$ cat config.mk
export PLATFORM = sky130hd
export DESIGN_NAME = jbi_sc2_req_issue
export DESIGN_NICKNAME = d
export VERILOG_FILES = /design/src/rtl/jbi_sc2_pkg.sv /design/src/rtl/jbi_sc2_req_issue_credit.sv /design/src/rtl/jbi_sc2_req_issue.sv
export SDC_FILE = /design/constraint.sdc
export NUM_CORES = 1
export LEC_CHECK = 0
export CAP_MARGIN = 15
export CORE_ASPECT_RATIO = 0.8
export CORE_UTILIZATION = 43
export DETAILED_ROUTE_END_ITERATION = 8
export PLACE_DENSITY = 0.8
export SLEW_MARGIN = 10
export SYNTH_ARGS = -nofsm -noshare
export SYNTH_HDL_FRONTEND = slang
export SYNTH_SLANG_ARGS = --single-unit
$ cat constraint.sdc
create_clock -name rclk -period 4.11 [get_ports rclk]
set_input_delay 0.822 -clock rclk [delete_from_list [all_inputs] [get_ports rclk]]
set_output_delay 0.822 -clock rclk [all_outputs]
set_load 0.02 [all_outputs]
$ cat src/rtl/jbi_sc2_pkg.sv
// Shared types and constants for the JBI-side bank-2 request issue path.
package jbi_sc2_pkg;

    localparam int unsigned HDR_W    = 64;
    localparam int unsigned WORD_W   = 32;
    localparam int unsigned ECC_W    = 7;
    localparam int unsigned NBEATS_W = 5;

    localparam logic [NBEATS_W-1:0] NB_NONE = 5'd0;
    localparam logic [NBEATS_W-1:0] NB_8B   = 5'd2;
    localparam logic [NBEATS_W-1:0] NB_64B  = 5'd16;

    typedef enum logic [1:0] {
        StIdle = 2'd0,
        StHdr1 = 2'd1,
        StData = 2'd2
    } state_e;

    // Anything other than the three legal payload sizes issues as a full line.
    function automatic logic [NBEATS_W-1:0] norm_nbeats(input logic [NBEATS_W-1:0] nb);
        case (nb)
            NB_NONE, NB_8B, NB_64B: return nb;
            default:                return NB_64B;
        endcase
    endfunction

endpackage

$ cat src/rtl/jbi_sc2_req_issue_credit.sv
// Credit counter: starts full, dec on issue, inc on L2 dequeue, sticky error on overflow.
module jbi_credit_cnt #(
    parameter int unsigned DEPTH = 16,
    parameter int unsigned WIDTH = $clog2(DEPTH + 1)
) (
    input  logic             clk,
    input  logic             rst,
    input  logic             inc,
    input  logic             dec,
    output logic [WIDTH-1:0] count,
    output logic             nonzero,
    output logic             err
);

    localparam logic [WIDTH-1:0] MAX = WIDTH'(DEPTH);

    logic [WIDTH-1:0] count_q;
    logic             err_q;

    always_ff @(posedge clk or posedge rst) begin
        if (rst) begin
            count_q <= MAX;
            err_q   <= 1'b0;
        end else if (inc && !dec) begin
            // A return with every credit already home means the L2 side lost track.
            if (count_q == MAX) begin
                err_q <= 1'b1;
            end else begin
                count_q <= count_q + 1'b1;
            end
        end else if (dec && !inc && count_q != '0) begin
            count_q <= count_q - 1'b1;
        end
    end

    assign count   = count_q;
    assign nonzero = (count_q != '0);
    assign err     = err_q;

endmodule

$ cat src/rtl/jbi_sc2_req_issue.sv
// Serializes header + payload requests onto the 32-bit JBI-to-L2 bank-2 request bus.
module jbi_sc2_req_issue
    import jbi_sc2_pkg::*;
#(
    parameter int unsigned IQ_DEPTH  = 16,
    parameter int unsigned WIB_DEPTH = 4
) (
    input  logic                rclk,
    input  logic                rst,
    input  logic                req_vld,
    output logic                req_rdy,
    input  logic [HDR_W-1:0]    req_hdr,
    input  logic [NBEATS_W-1:0] req_nbeats,
    input  logic                req_wr,
    input  logic [WORD_W-1:0]   dat_word,
    input  logic [ECC_W-1:0]    dat_ecc,
    output logic                dat_pop,
    input  logic                sctag_jbi_iq_dequeue_d1,
    input  logic                sctag_jbi_wib_dequeue_d1,
    input  logic                sctag_jbi_por_req_d1,
    output logic [WORD_W-1:0]   jbi_sctag_req,
    output logic [ECC_W-1:0]    jbi_scbuf_ecc,
    output logic                jbi_sctag_req_vld,
    output logic                credit_err,
    output logic [4:0]          iq_credits
);

    localparam int unsigned IQ_W  = $clog2(IQ_DEPTH + 1);
    localparam int unsigned WIB_W = $clog2(WIB_DEPTH + 1);

    state_e                state_q;
    logic [WORD_W-1:0]     hdr_lo_q;
    logic [NBEATS_W-1:0]   beat_cnt_q;
    logic [WORD_W-1:0]     req_q;
    logic [ECC_W-1:0]      ecc_q;
    logic                  vld_q;

    logic [IQ_W-1:0]       iq_cnt;
    logic [WIB_W-1:0]      wib_cnt;
    logic                  iq_nz, wib_nz;
    logic                  iq_err, wib_err;
    logic                  accept;
    logic                  unused_wib_cnt;

    assign req_rdy = (state_q == StIdle) && iq_nz && (!req_wr || wib_nz) &&
                     !sctag_jbi_por_req_d1;
    assign accept  = req_vld && req_rdy;
    assign dat_pop = (state_q == StData);

    jbi_credit_cnt #(
        .DEPTH (IQ_DEPTH)
    ) u_iq_cnt (
        .clk     (rclk),
        .rst     (rst),
        .inc     (sctag_jbi_iq_dequeue_d1),
        .dec     (accept),
        .count   (iq_cnt),
        .nonzero (iq_nz),
        .err     (iq_err)
    );

    jbi_credit_cnt #(
        .DEPTH (WIB_DEPTH)
    ) u_wib_cnt (
        .clk     (rclk),
        .rst     (rst),
        .inc     (sctag_jbi_wib_dequeue_d1),
        .dec     (accept && req_wr),
        .count   (wib_cnt),
        .nonzero (wib_nz),
        .err     (wib_err)
    );

    always_ff @(posedge rclk or posedge rst) begin
        if (rst) begin
            state_q    <= StIdle;
            hdr_lo_q   <= '0;
            beat_cnt_q <= '0;
            req_q      <= '0;
            ecc_q      <= '0;
            vld_q      <= 1'b0;
        end else begin
            case (state_q)
                StIdle: begin
                    if (accept) begin
                        req_q      <= req_hdr[HDR_W-1:WORD_W];
                        ecc_q      <= '0;
                        vld_q      <= 1'b1;
                        hdr_lo_q   <= req_hdr[WORD_W-1:0];
                        beat_cnt_q <= norm_nbeats(req_nbeats);
                        state_q    <= StHdr1;
                    end else begin
                        req_q <= '0;
                        ecc_q <= '0;
                        vld_q <= 1'b0;
                    end
                end
                StHdr1: begin
                    req_q   <= hdr_lo_q;
                    ecc_q   <= '0;
                    vld_q   <= 1'b0;
                    state_q <= (beat_cnt_q != '0) ? StData : StIdle;
                end
                StData: begin
                    req_q      <= dat_word;
                    ecc_q      <= dat_ecc;
                    vld_q      <= 1'b0;
                    beat_cnt_q <= beat_cnt_q - 1'b1;
                    if (beat_cnt_q == 5'd1) begin
                        state_q <= StIdle;
                    end
                end
                default: begin
                    req_q   <= '0;
                    ecc_q   <= '0;
                    vld_q   <= 1'b0;
                    state_q <= StIdle;
                end
            endcase
        end
    end

    assign jbi_sctag_req     = req_q;
    assign jbi_scbuf_ecc     = ecc_q;
    assign jbi_sctag_req_vld = vld_q;
    assign credit_err        = iq_err | wib_err;
    assign iq_credits        = 5'(iq_cnt);

    // WIB occupancy is only needed as the nonzero flag here.
    assign unused_wib_cnt = ^wib_cnt;

endmodule

==> flow_summary_export.csv, run 1 <==
group,metric,value,unit
synthesis,synth_edf_count,0,
critical_path,end_kind,"primary output",
cts,cts_tree,"built",
pwr,combPwrFrac,0.418,
place,place_congestion,0.836,
synthesis,yosys.area_share.simple,0.153,
critical_path,rrSetupSlack,1.28,ns
place,pre_cts_ws,0.592,ns
floorplan,die_h,87.4,µm
routing,vias,3569,
critical_path,critPathArrivalTime,2.54,ns
synthesis,ys.flop_type,"dfrtp_1",
run_status,status,"completed",
final_layout,synthToLayoutAreaGrowth,52.1,%
critical_path,cp_top_family,"buffers and inverters",
place,dp_hpwl,7.07,mm
timing,max_freq,297,MHz
timing,slew_violations,0,
synthesis,synth.most_common_cell,"nand2_1",
timing,slew_headroom,0.365,
routing,ant_nets,0,
critical_path,path_class,"in -> out",
synthesis,syn_nets,511,
synthesis,async_flop_share,1.00,
critical_path,r2r_start,"u_iq_cnt.count[1]$_DFFE_PP0P_",
critical_path,ff2ff_path_depth,10,
pwr,p_seq_frac,0.366,
timing,skew,0.00784,ns
synthesis,synth_area_leader_cell,"dfrtp_1",
cts,numCtsBuffers,9,
global_route,grt_pass1_wl,16.0,mm
pwr,leakage,2.74,nW
final_layout,nets,664,
hold_path,hold_path.class,"reg -> reg",
pwr,p_clk_frac,0.217,
synthesis,yosysUniqueCellTypes,43,
critical_path,cp_common_cell,"clkdlybuf4s50_1",
critical_path,endpoint,"req_rdy",
floorplan,core-area,8670,µm²
critical_path,slowest_delay,0.53,ns
synthesis,synthTopCellsByCount,"nand2_1, dfrtp_1, a22oi_1, inv_1, a222oi_1",
pwr,peakVddDrop,0.301,mV
floorplan,die-area,9500,µm²
critical_path,regToRegEndpoint,"u_wib_cnt.count[2]$_DFFE_PP1P_",
timing,final-hold-violation-count,0,
synthesis,synth_top_family_by_area,"compound AO/OA/AOI/OAI gates",
cts,cts_setup_buffers,0,
floorplan,ios,163,
floorplan,initial_core_util,0.452,
global_route,grt_pass1_vias,3461,
synthesis,postSynthCellCount,388,
cts,ctsResizeCount,0,
routing,wl,10.2,mm
synthesis,synth-xor-area-share,0.0134,
routing,drt_iter0_drc,262,
routing,vias_per_cell,5.43,
synthesis,synthMuxAreaShare,0.0141,
floorplan,rows,30,
final_layout,fin_util,0.687,
cts,root_buffer,"clkbuf_16",
cts,hold_buffers,0,
timing,rsz0062_at_grt,"no",
timing,timing.setup.tns,0,ns
critical_path,crit_buf_inv,2,
timing,finalSetupViolCount,0,
cts,clkTransAtPathRegs,0.06,ns
critical_path,crit_required,3.29,ns
critical_path,crit_fanout,3,
global_route,track_usage,0.217,
synthesis,yosysWarnings,0,
timing,period_share,0.818,
routing,wire_per_inst,15.5,µm
synthesis,synthDominantCellAreaShare,0.556,
pwr,p_switching,0.00144,W
global_route,grt_overflow,0,
cts,clock-sinks,89,
pwr,internal_power,0.00264,W
pwr,sw_frac_of_total,0.354,
critical_path,crit_cells,4,
critical_path,startpoint_type,"primary input",
critical_path,cpMaxStageDelayCell,"clkdlybuf4s50_1",
critical_path,crit_chain,"clkdlybuf4s50_1, or4b_1, o211a_1, clkdlybuf4s50_1",
timing,worstMarginPinSlew,0.949,ns
synthesis,synth_area,3920,µm²
floorplan,die_w,109,µm
pwr,p_per_area,684,nW/µm²
timing,min_period,3.36,ns
critical_path,cp-startpoint,"req_wr",
timing,setup_slack,0.748,ns
cts,h-tree-depth,3,
synthesis,postSynthAreaPerCell,10.1,µm²
synthesis,seq_area_frac_synth,0.569,
job,cap_violations,0,
global_route,antenna_found_initial,0,
synthesis,synth-seq-cells,89,
cts,cts_buffer_depth,2,
synthesis,synthTopCellsByArea,"dfrtp_1, nand2_1, a22oi_1, a222oi_1, inv_1",
routing,first_pass_iters,9,
synthesis,synth_fa_ha_area_frac,0.0294,
routing,drc,0,
global_route,grt_max_degree,90,
synthesis,synth_compound_area_frac,0.168,
timing,whs,0.467,ns
cts,insertion_delay,0.33,ns
place,port_buffers,162,
final_layout,antennaDiodeCount,0,
final_layout,drive_gt1_frac,0.0587,
flip-flops by register name, indices dropped and copies added, names as in the netlist:
| name | flops |
|---|---|
| u_wib_cnt.err | 1 |
| state_q | 2 |
| jbi_sctag_req | 32 |
| jbi_scbuf_ecc | 7 |
| hdr_lo_q | 32 |
| u_iq_cnt.err | 1 |
| jbi_sctag_req_vld | 1 |
| u_wib_cnt.count | 3 |
| beat_cnt_q | 5 |
| u_iq_cnt.count | 5 |
routing by layer:
metal | vias up | track usage | routed length [µm]
met1 | 1738 | 0.263 | 4120
met4 | 0 | 0.0688 | 148
li1 | 1651 | - | -
met5 | - | 0 | 0
met2 | 164 | 0.373 | 4980
met3 | 16 | 0.0658 | 955
worst min-delay path by stage:
stage,slack (ns),to,cells past startpoint,from
final,0.47,u_iq_cnt.err$_DFFE_PP0P_,1,u_iq_cnt.err$_DFFE_PP0P_
after global routing,0.48,u_iq_cnt.err$_DFFE_PP0P_,1,u_iq_cnt.err$_DFFE_PP0P_
after CTS,0.47,u_iq_cnt.err$_DFFE_PP0P_,1,u_iq_cnt.err$_DFFE_PP0P_
after detailed placement,0.45,u_iq_cnt.err$_DFFE_PP0P_,1,u_iq_cnt.err$_DFFE_PP0P_
after global placement,0.46,u_iq_cnt.err$_DFFE_PP0P_,1,u_iq_cnt.err$_DFFE_PP0P_
after floorplan,0.43,u_wib_cnt.err$_DFFE_PP0P_,1,u_wib_cnt.err$_DFFE_PP0P_
area by class of cell:
class,count,area (µm²)
repair buffers,168,1670
flip-flops and latches,89,2230
multi-input cells,247,1490
fillers,688,2710
inverters,26,98.8
clock inverters,4,76.3
well taps,112,140
clock buffers,11,253
stage by stage:
stage	area, µm²	instances	power [W]
5_1_grt	5960	657	0.00434
4_1_cts	5960	657	0.00411
3_3_place_gp	5630	642	0.00313
6_report	5960	657	0.00408
3_5_place_dp	5630	642	0.00321
2_1_floorplan	3920	388	0.00248
cells in the final DEF, fill, tap and decap left out, types with 6 or more instances in the layout:
| cell type | Yosys | layout |
|---|---|---|
| a222oi_1 | 18 | 18 |
| a22oi_1 | 28 | 28 |
| and2_1 | 7 | 7 |
| clkbuf_16 | 0 | 9 |
| clkdlybuf4s50_1 | 0 | 162 |
| dfrtp_1 | 87 | 87 |
| ha_1 | 6 | 6 |
| inv_1 | 25 | 24 |
| nand2_1 | 109 | 109 |
| nor2_1 | 7 | 7 |
| o21ai_0 | 9 | 9 |
| o22ai_1 | 14 | 14 |
power groups by stage:
stage               clock (W)  combinational (W)  sequential (W)
CTS                  0.000901            0.00171         0.00149
detailed placement          0            0.00171         0.00150
floorplan                   0           0.000804         0.00168
finish               0.000884            0.00170         0.00149
global placement            0            0.00165         0.00149
global route         0.000942            0.00187         0.00154
cell families after synthesis:
group                      count (synthesis)
muxes                                      4
DFF                                       89
adders and majority gates                  8
and+or+nand+nor                          142
buffers and inverters                     52
xor gates and xnor gates                   6
AOI/OAI and AO/OA                         87
Power figures use the tool's default switching activity.
==> run 2: changes to the inputs <==
clock period = 3.3 ns   (was 4.11 ns; I/O delays follow)
==> flow_summary_export.csv, run 2 (synthesized netlist as in run 1, its figures left out) <==
group,metric,value,unit
routing,wire_per_inst,16.0,µm
critical_path,crit_required,3.58,ns
timing,max_freq,329,MHz
routing,wl,10.6,mm
critical_path,end_kind,"register",
global_route,track_usage,0.235,
cts,clkTransAtPathRegs,0.06,ns
hold_path,holdPathStages,2,
critical_path,rrSetupSlack,0.47,ns
floorplan,ios,163,
critical_path,path_class,"in -> reg",
pwr,leakage,2.76,nW
critical_path,r2r_start,"u_iq_cnt.count[1]$_DFFE_PP0P_",
floorplan,core-area,8670,µm²
cts,cts_buffer_depth,2,
critical_path,startpoint_type,"primary input",
pwr,p_seq_frac,0.364,
final_layout,final-seq-area,2230,µm²
hold_path,hold_path.class,"reg -> reg",
routing,first_pass_iters,7,
global_route,grt_pass1_vias,3632,
routing,drc,0,
final_layout,nets,668,
global_route,antenna_found_initial,0,
critical_path,crit_fanout,3,
floorplan,die-area,9500,µm²
final_layout,multi_input_area,1490,µm²
place,port_buffers,162,
routing,vias,3591,
global_route,grt_pass1_wl,17.0,mm
pwr,p_switching,0.00184,W
final_layout,antennaDiodeCount,0,
cts,clock-sinks,89,
cts,root_buffer,"clkbuf_16",
pwr,sw_frac_of_total,0.360,
timing,worstMarginPinSlew,0.904,ns
cts,h-tree-depth,3,
timing,min_period,3.04,ns
cts,numCtsBuffers,9,
pwr,peakVddDrop,0.369,mV
floorplan,initial_core_util,0.452,
timing,setup_slack,0.257,ns
timing,whs,0.477,ns
floorplan,die_w,109,µm
pwr,combPwrFrac,0.421,
pwr,p_per_area,854,nW/µm²
final_layout,fin_util,0.691,
job,cap_violations,0,
pwr,internal_power,0.00327,W
critical_path,critPathArrivalTime,3.32,ns
final_layout,layout_commonest_cell,"clkdlybuf4s50_1",
cts,hold_buffers,0,
cts,cts_tree,"built",
final_layout,layout_common_cells,"clkdlybuf4s50_1, nand2_1, dfrtp_1, a22oi_1, inv_1",
critical_path,ff2ff_path_depth,10,
final_layout,drive_gt1_frac,0.0636,
pwr,p_clk_frac,0.215,
cts,cts_setup_buffers,0,
hold_path,hold_start,"hdr_lo_q[8]$_DFFE_PP0P_",
global_route,grt_max_degree,52,
place,dp_hpwl,7.45,mm
hold_path,hold_end,"hdr_lo_q[8]$_DFFE_PP0P_",
routing,ant_nets,0,
routing,vias_per_cell,5.42,
timing,rsz0062_at_grt,"no",
timing,period_share,0.922,
place,place_congestion,0.806,
place,pre_cts_ws,-0.0571,ns
timing,finalSetupViolCount,0,
timing,slew_headroom,0.395,
run_status,status,"completed",
cts,ctsResizeCount,0,
final_layout,fillers,654,
global_route,grt_overflow,0,
cts,insertion_delay,0.33,ns
critical_path,regToRegEndpoint,"u_wib_cnt.count[2]$_DFFE_PP1P_",
timing,skew,0.00640,ns
floorplan,rows,30,
final_layout,synthToLayoutAreaGrowth,53.0,%
timing,final-hold-violation-count,0,
timing,slew_violations,0,
routing,drt_iter0_drc,207,
floorplan,die_h,87.4,µm
## run 2: cell types whose count changed in the layout (fill, tap and decap cells not counted), sizes merged
cell    before  now
clkbuf      11   12
buf          6   10
## run 2: per-layer routing
| metal | wire length, µm | part of all wire | up-vias | track usage |
|---|---|---|---|---|
| li1 | - | - | 1666 | - |
| met1 | 4280 | 0.40 | 1697 | 0.279 |
| met2 | 5020 | 0.47 | 199 | 0.392 |
| met3 | 1020 | 0.097 | 29 | 0.0726 |
| met4 | 255 | 0.024 | 0 | 0.109 |
| met5 | 0 | 0 | - | 0 |
## run 2: area by class of cell
type | instances | area share
clock buffer | 12 | 0.0411
clock inverter | 4 | 0.0127
multi-input combinational | 247 | 0.249
inverter | 26 | 0.0165
tap | 112 | 0.0234
timing repair buffer | 172 | 0.285
sequential | 89 | 0.372
## run 2: metrics by stage
stage / TNS [ns] / cells / cell area, µm² / power, W
after floorplan: 0 / 388 / 3920 / 0.00309
after global placement: 0 / 646 / 5670 / 0.00392
after detailed placement: -0.0571 / 646 / 5670 / 0.00403
after CTS: 0 / 662 / 5990 / 0.00515
after global routing: 0 / 662 / 5990 / 0.00544
final: 0 / 662 / 5990 / 0.00512
## run 2: critical path, cell delays in order
cell	delay, ns
clkdlybuf4s50_1	0.50
or4b_1	0.52
o211ai_4	0.14
inv_2	0.05
nand2_1	0.09
nand2_1	0.10
fa_1	0.41
nor2_1	0.17
o21ai_0	0.13
mux4_2	0.48
inv_1	0.07
## run 2: worst max path at each step
stage | start | end | slack, ns | cells after the start
after floorplan | rst | beat_cnt_q[0]$_DFFE_PP0P_ | 0.34 | 1
after global placement | req_wr | u_wib_cnt.count[2]$_DFFE_PP1P_ | 0.12 | 11
after detailed placement | req_wr | u_wib_cnt.count[2]$_DFFE_PP1P_ | -0.06 | 11
after CTS | req_wr | req_rdy | 0.26 | 4
after global routing | req_wr | u_wib_cnt.count[2]$_DFFE_PP1P_ | 0.14 | 11
final | req_wr | u_wib_cnt.count[2]$_DFFE_PP1P_ | 0.26 | 11
## run 2: power groups by stage
stage                     logic, W  registers (W)  clock network [W]
after detailed placement   0.00216        0.00187                  0
after CTS                  0.00217        0.00186            0.00112
after floorplan            0.00100        0.00209                  0
after global routing       0.00235        0.00191            0.00117
after global placement     0.00207        0.00185                  0
final                      0.00215        0.00186            0.00110
==> run 3: changes to the inputs <==
SETUP_SLACK_MARGIN = 0.4   (was default)
SYNTH_HIERARCHICAL = 1   (was default)
==> flow_summary_export.csv, run 3 <==
group,metric,value,unit
critical_path,crit_buf_inv,2,
routing,vias_per_cell,5.23,
timing,slew_headroom,0.474,
timing,min_period,2.84,ns
final_layout,layout_common_cells,"clkdlybuf4s50_1, dfrtp_1, a21o_1, mux2_2, a22o_1",
routing,vias,3128,
timing,rsz0062_at_grt,"yes",
final_layout,fillers,710,
final_layout,layout_commonest_cell,"clkdlybuf4s50_1",
synthesis,postSynthCellCount,314,
synthesis,syn_nets,436,
final_layout,multi_input_area,1630,µm²
global_route,grt_pass1_wl,15.3,mm
cts,hold_buffers,0,
synthesis,synth-seq-cells,89,
synthesis,yosysWarnings,6,
timing,slew_violations,0,
synthesis,synth_edf_count,0,
timing,timing.setup.tns,0,ns
pwr,peakVddDrop,0.477,mV
critical_path,end_kind,"register",
critical_path,cp_top_family,"simple AND/OR/NAND/NOR gates",
run_status,status,"completed",
floorplan,core-area,9080,µm²
synthesis,synthTopCellsByArea,"dfrtp_1, mux2_2, a22o_1, a21o_1, ha_1",
pwr,p_clk_frac,0.193,
floorplan,initial_core_util,0.444,
floorplan,die-area,9760,µm²
critical_path,crit_required,3.51,ns
place,port_buffers,162,
cts,h-tree-depth,3,
place,place_congestion,0.921,
pwr,p_switching,0.00167,W
global_route,gr-usage-met1,0.257,
global_route,grt_max_degree,68,
final_layout,synthToLayoutAreaGrowth,50.4,%
cts,cts_tree,"built",
routing,wire_per_inst,16.7,µm
routing,drt_iter0_drc,136,
synthesis,seq_area_frac_synth,0.554,
global_route,grt_pass1_vias,3210,
critical_path,rrSetupSlack,0.49,ns
pwr,p_per_area,820,nW/µm²
critical_path,crit_fanout,7,
critical_path,crit_chain,"clkdlybuf4s50_1, nor4b_4, and3_1, and2b_1, inv_2, ha_1, and3_1, or3_1, a31oi_1, nor3_1",
critical_path,crit_cells,10,
synthesis,postSynthAreaPerCell,12.8,µm²
place,dp_cells,578,
critical_path,path_class,"in -> reg",
pwr,p_seq_frac,0.378,
critical_path,slowest_delay,0.44,ns
place,dp_hpwl,6.85,mm
synthesis,synthDominantCellAreaShare,0.541,
global_route,gr-usage-met2,0.348,
critical_path,cpMaxStageDelayCell,"clkdlybuf4s50_1",
timing,worstMarginPinSlew,0.789,ns
timing,skew,0.00588,ns
critical_path,cp_common_cell,"and3_1",
critical_path,regToRegEndpoint,"u_iq_cnt/count[3]$_DFFE_PP0P_",
critical_path,r2r_start,"u_iq_cnt/count[4]$_DFFE_PP1P_",
cts,numCtsBuffers,9,
floorplan,die_h,88.6,µm
floorplan,ios,163,
routing,drc,0,
critical_path,startpoint_type,"primary input",
timing,final-hold-violation-count,0,
synthesis,synth.most_common_cell,"dfrtp_1",
global_route,met3_usage,0.0729,
routing,first_pass_iters,4,
critical_path,ff2ff_path_depth,10,
pwr,combPwrFrac,0.429,
timing,finalSetupViolCount,0,
job,cap_violations,0,
floorplan,die_w,110,µm
pwr,internal_power,0.00329,W
final_layout,final-seq-area,2230,µm²
cts,clock-sinks,89,
cts,cts_buffer_depth,2,
pwr,sw_frac_of_total,0.337,
hold_path,hold_path.class,"reg -> reg",
cts,clkTransAtPathRegs,0.06,ns
final_layout,fin_cells,598,
global_route,busiest_layer,"met2",
critical_path,critPathArrivalTime,3.05,ns
synthesis,yosysUniqueCellTypes,53,
synthesis,async_flop_share,1.00,
routing,wl,9.98,mm
synthesis,synthTopCellsByCount,"dfrtp_1, a21o_1, a22o_1, mux2_2",
global_route,track_usage,0.211,
timing,period_share,0.862,
pwr,fin_total_pwr,0.00497,W
synthesis,ys.flop_type,"dfrtp_1",
routing,ant_nets,0,
final_layout,nets,601,
timing,max_freq,352,MHz
pwr,leakage,2.80,nW
global_route,antenna_found_initial,0,
floorplan,rows,31,
final_layout,drive_gt1_frac,0.164,
critical_path,endpoint,"u_iq_cnt/count[3]$_DFFE_PP0P_",
cts,root_buffer,"clkbuf_16",
critical_path,cp-startpoint,"sctag_jbi_por_req_d1",
final_layout,antennaDiodeCount,0,
synthesis,synth_area,4030,µm²
synthesis,synth_area_leader_cell,"dfrtp_1",
cts,insertion_delay,0.33,ns
global_route,grt_overflow,0,
## run 3: routing by layer
metal,up-vias,wire [µm],part of all wire
li1,1464,-,-
met1,1531,4160,0.42
met2,119,4940,0.50
met3,14,721,0.072
met4,0,147,0.015
met5,-,0,0
## run 3: repair_timing
action,4_1_cts,5_1_grt
buffers inserted,1,4
pin swaps,0,1
setup endpoints to repair,2,4
resized for setup,0,7
## run 3: logic make-up (layout without fill, tap and decap cells)
group                    count (synthesis)  count (layout)  share of synthesized area
flip-flops                              89              89                      0.554
buffers and inverters                   30             199                     0.0485
AO/OA/AOI/OAI                           96              96                      0.184
XOR/XNOR                                 6               6                     0.0130
multiplexers                            34              34                     0.0975
AND/OR/NAND/NOR                         52              52                     0.0783
adder cells (fa/ha/maj)                  7               7                     0.0255
## run 3: stage by stage
| stage | instance area, µm² | hold WS, ns | utilization | worst slack [ns] |
|---|---|---|---|---|
| global placement | 5710 | 0.466 | 0.629 | 0.165 |
| CTS | 6000 | 0.474 | 0.661 | 0.405 |
| detailed placement | 5710 | 0.459 | 0.629 | 0.0549 |
| finish | 6060 | 0.471 | 0.667 | 0.457 |
| floorplan | 4040 | 0.423 | - | 0.410 |
| global route | 6060 | 0.492 | 0.667 | 0.364 |
## run 3: final cells by class
class,instances,share of cell area
multi-input combinational,195,0.270
inverter,11,0.00702
timing repair buffer,173,0.284
tap,115,0.0238
clock inverter,2,0.00207
clock buffer,13,0.0446
sequential,89,0.369
## run 3: power groups by stage
stage	clock (W)	combinational, W	sequential [W]
after floorplan	0	0.00107	0.00209
after global placement	0	0.00202	0.00186
after detailed placement	0	0.00209	0.00189
after CTS	0.000988	0.00210	0.00188
after global routing	0.00103	0.00232	0.00195
final	0.000960	0.00213	0.00188
## run 3: how the worst min path moves through the flow
stage	cells after the start	to	slack (ns)	from
6_report	1	u_iq_cnt/err$_DFFE_PP0P_	0.47	u_iq_cnt/err$_DFFE_PP0P_
5_1_grt	1	u_iq_cnt/err$_DFFE_PP0P_	0.49	u_iq_cnt/err$_DFFE_PP0P_
4_1_cts	1	u_iq_cnt/err$_DFFE_PP0P_	0.47	u_iq_cnt/err$_DFFE_PP0P_
3_5_place_dp	1	u_iq_cnt/err$_DFFE_PP0P_	0.46	u_iq_cnt/err$_DFFE_PP0P_
3_3_place_gp	2	u_wib_cnt/err$_DFFE_PP0P_	0.47	u_wib_cnt/err$_DFFE_PP0P_
2_1_floorplan	2	u_wib_cnt/err$_DFFE_PP0P_	0.42	u_wib_cnt/err$_DFFE_PP0P_
## run 3: worst register-to-register path: cells and delay by family (launching register included)
kind,cells,cell delay [ns]
DFF,1,0.58
adders and majority gates,1,0.25
buffers and inverters,1,0.14
and+or+nand+nor,7,1.52
AOI/OAI and AO/OA,1,0.19
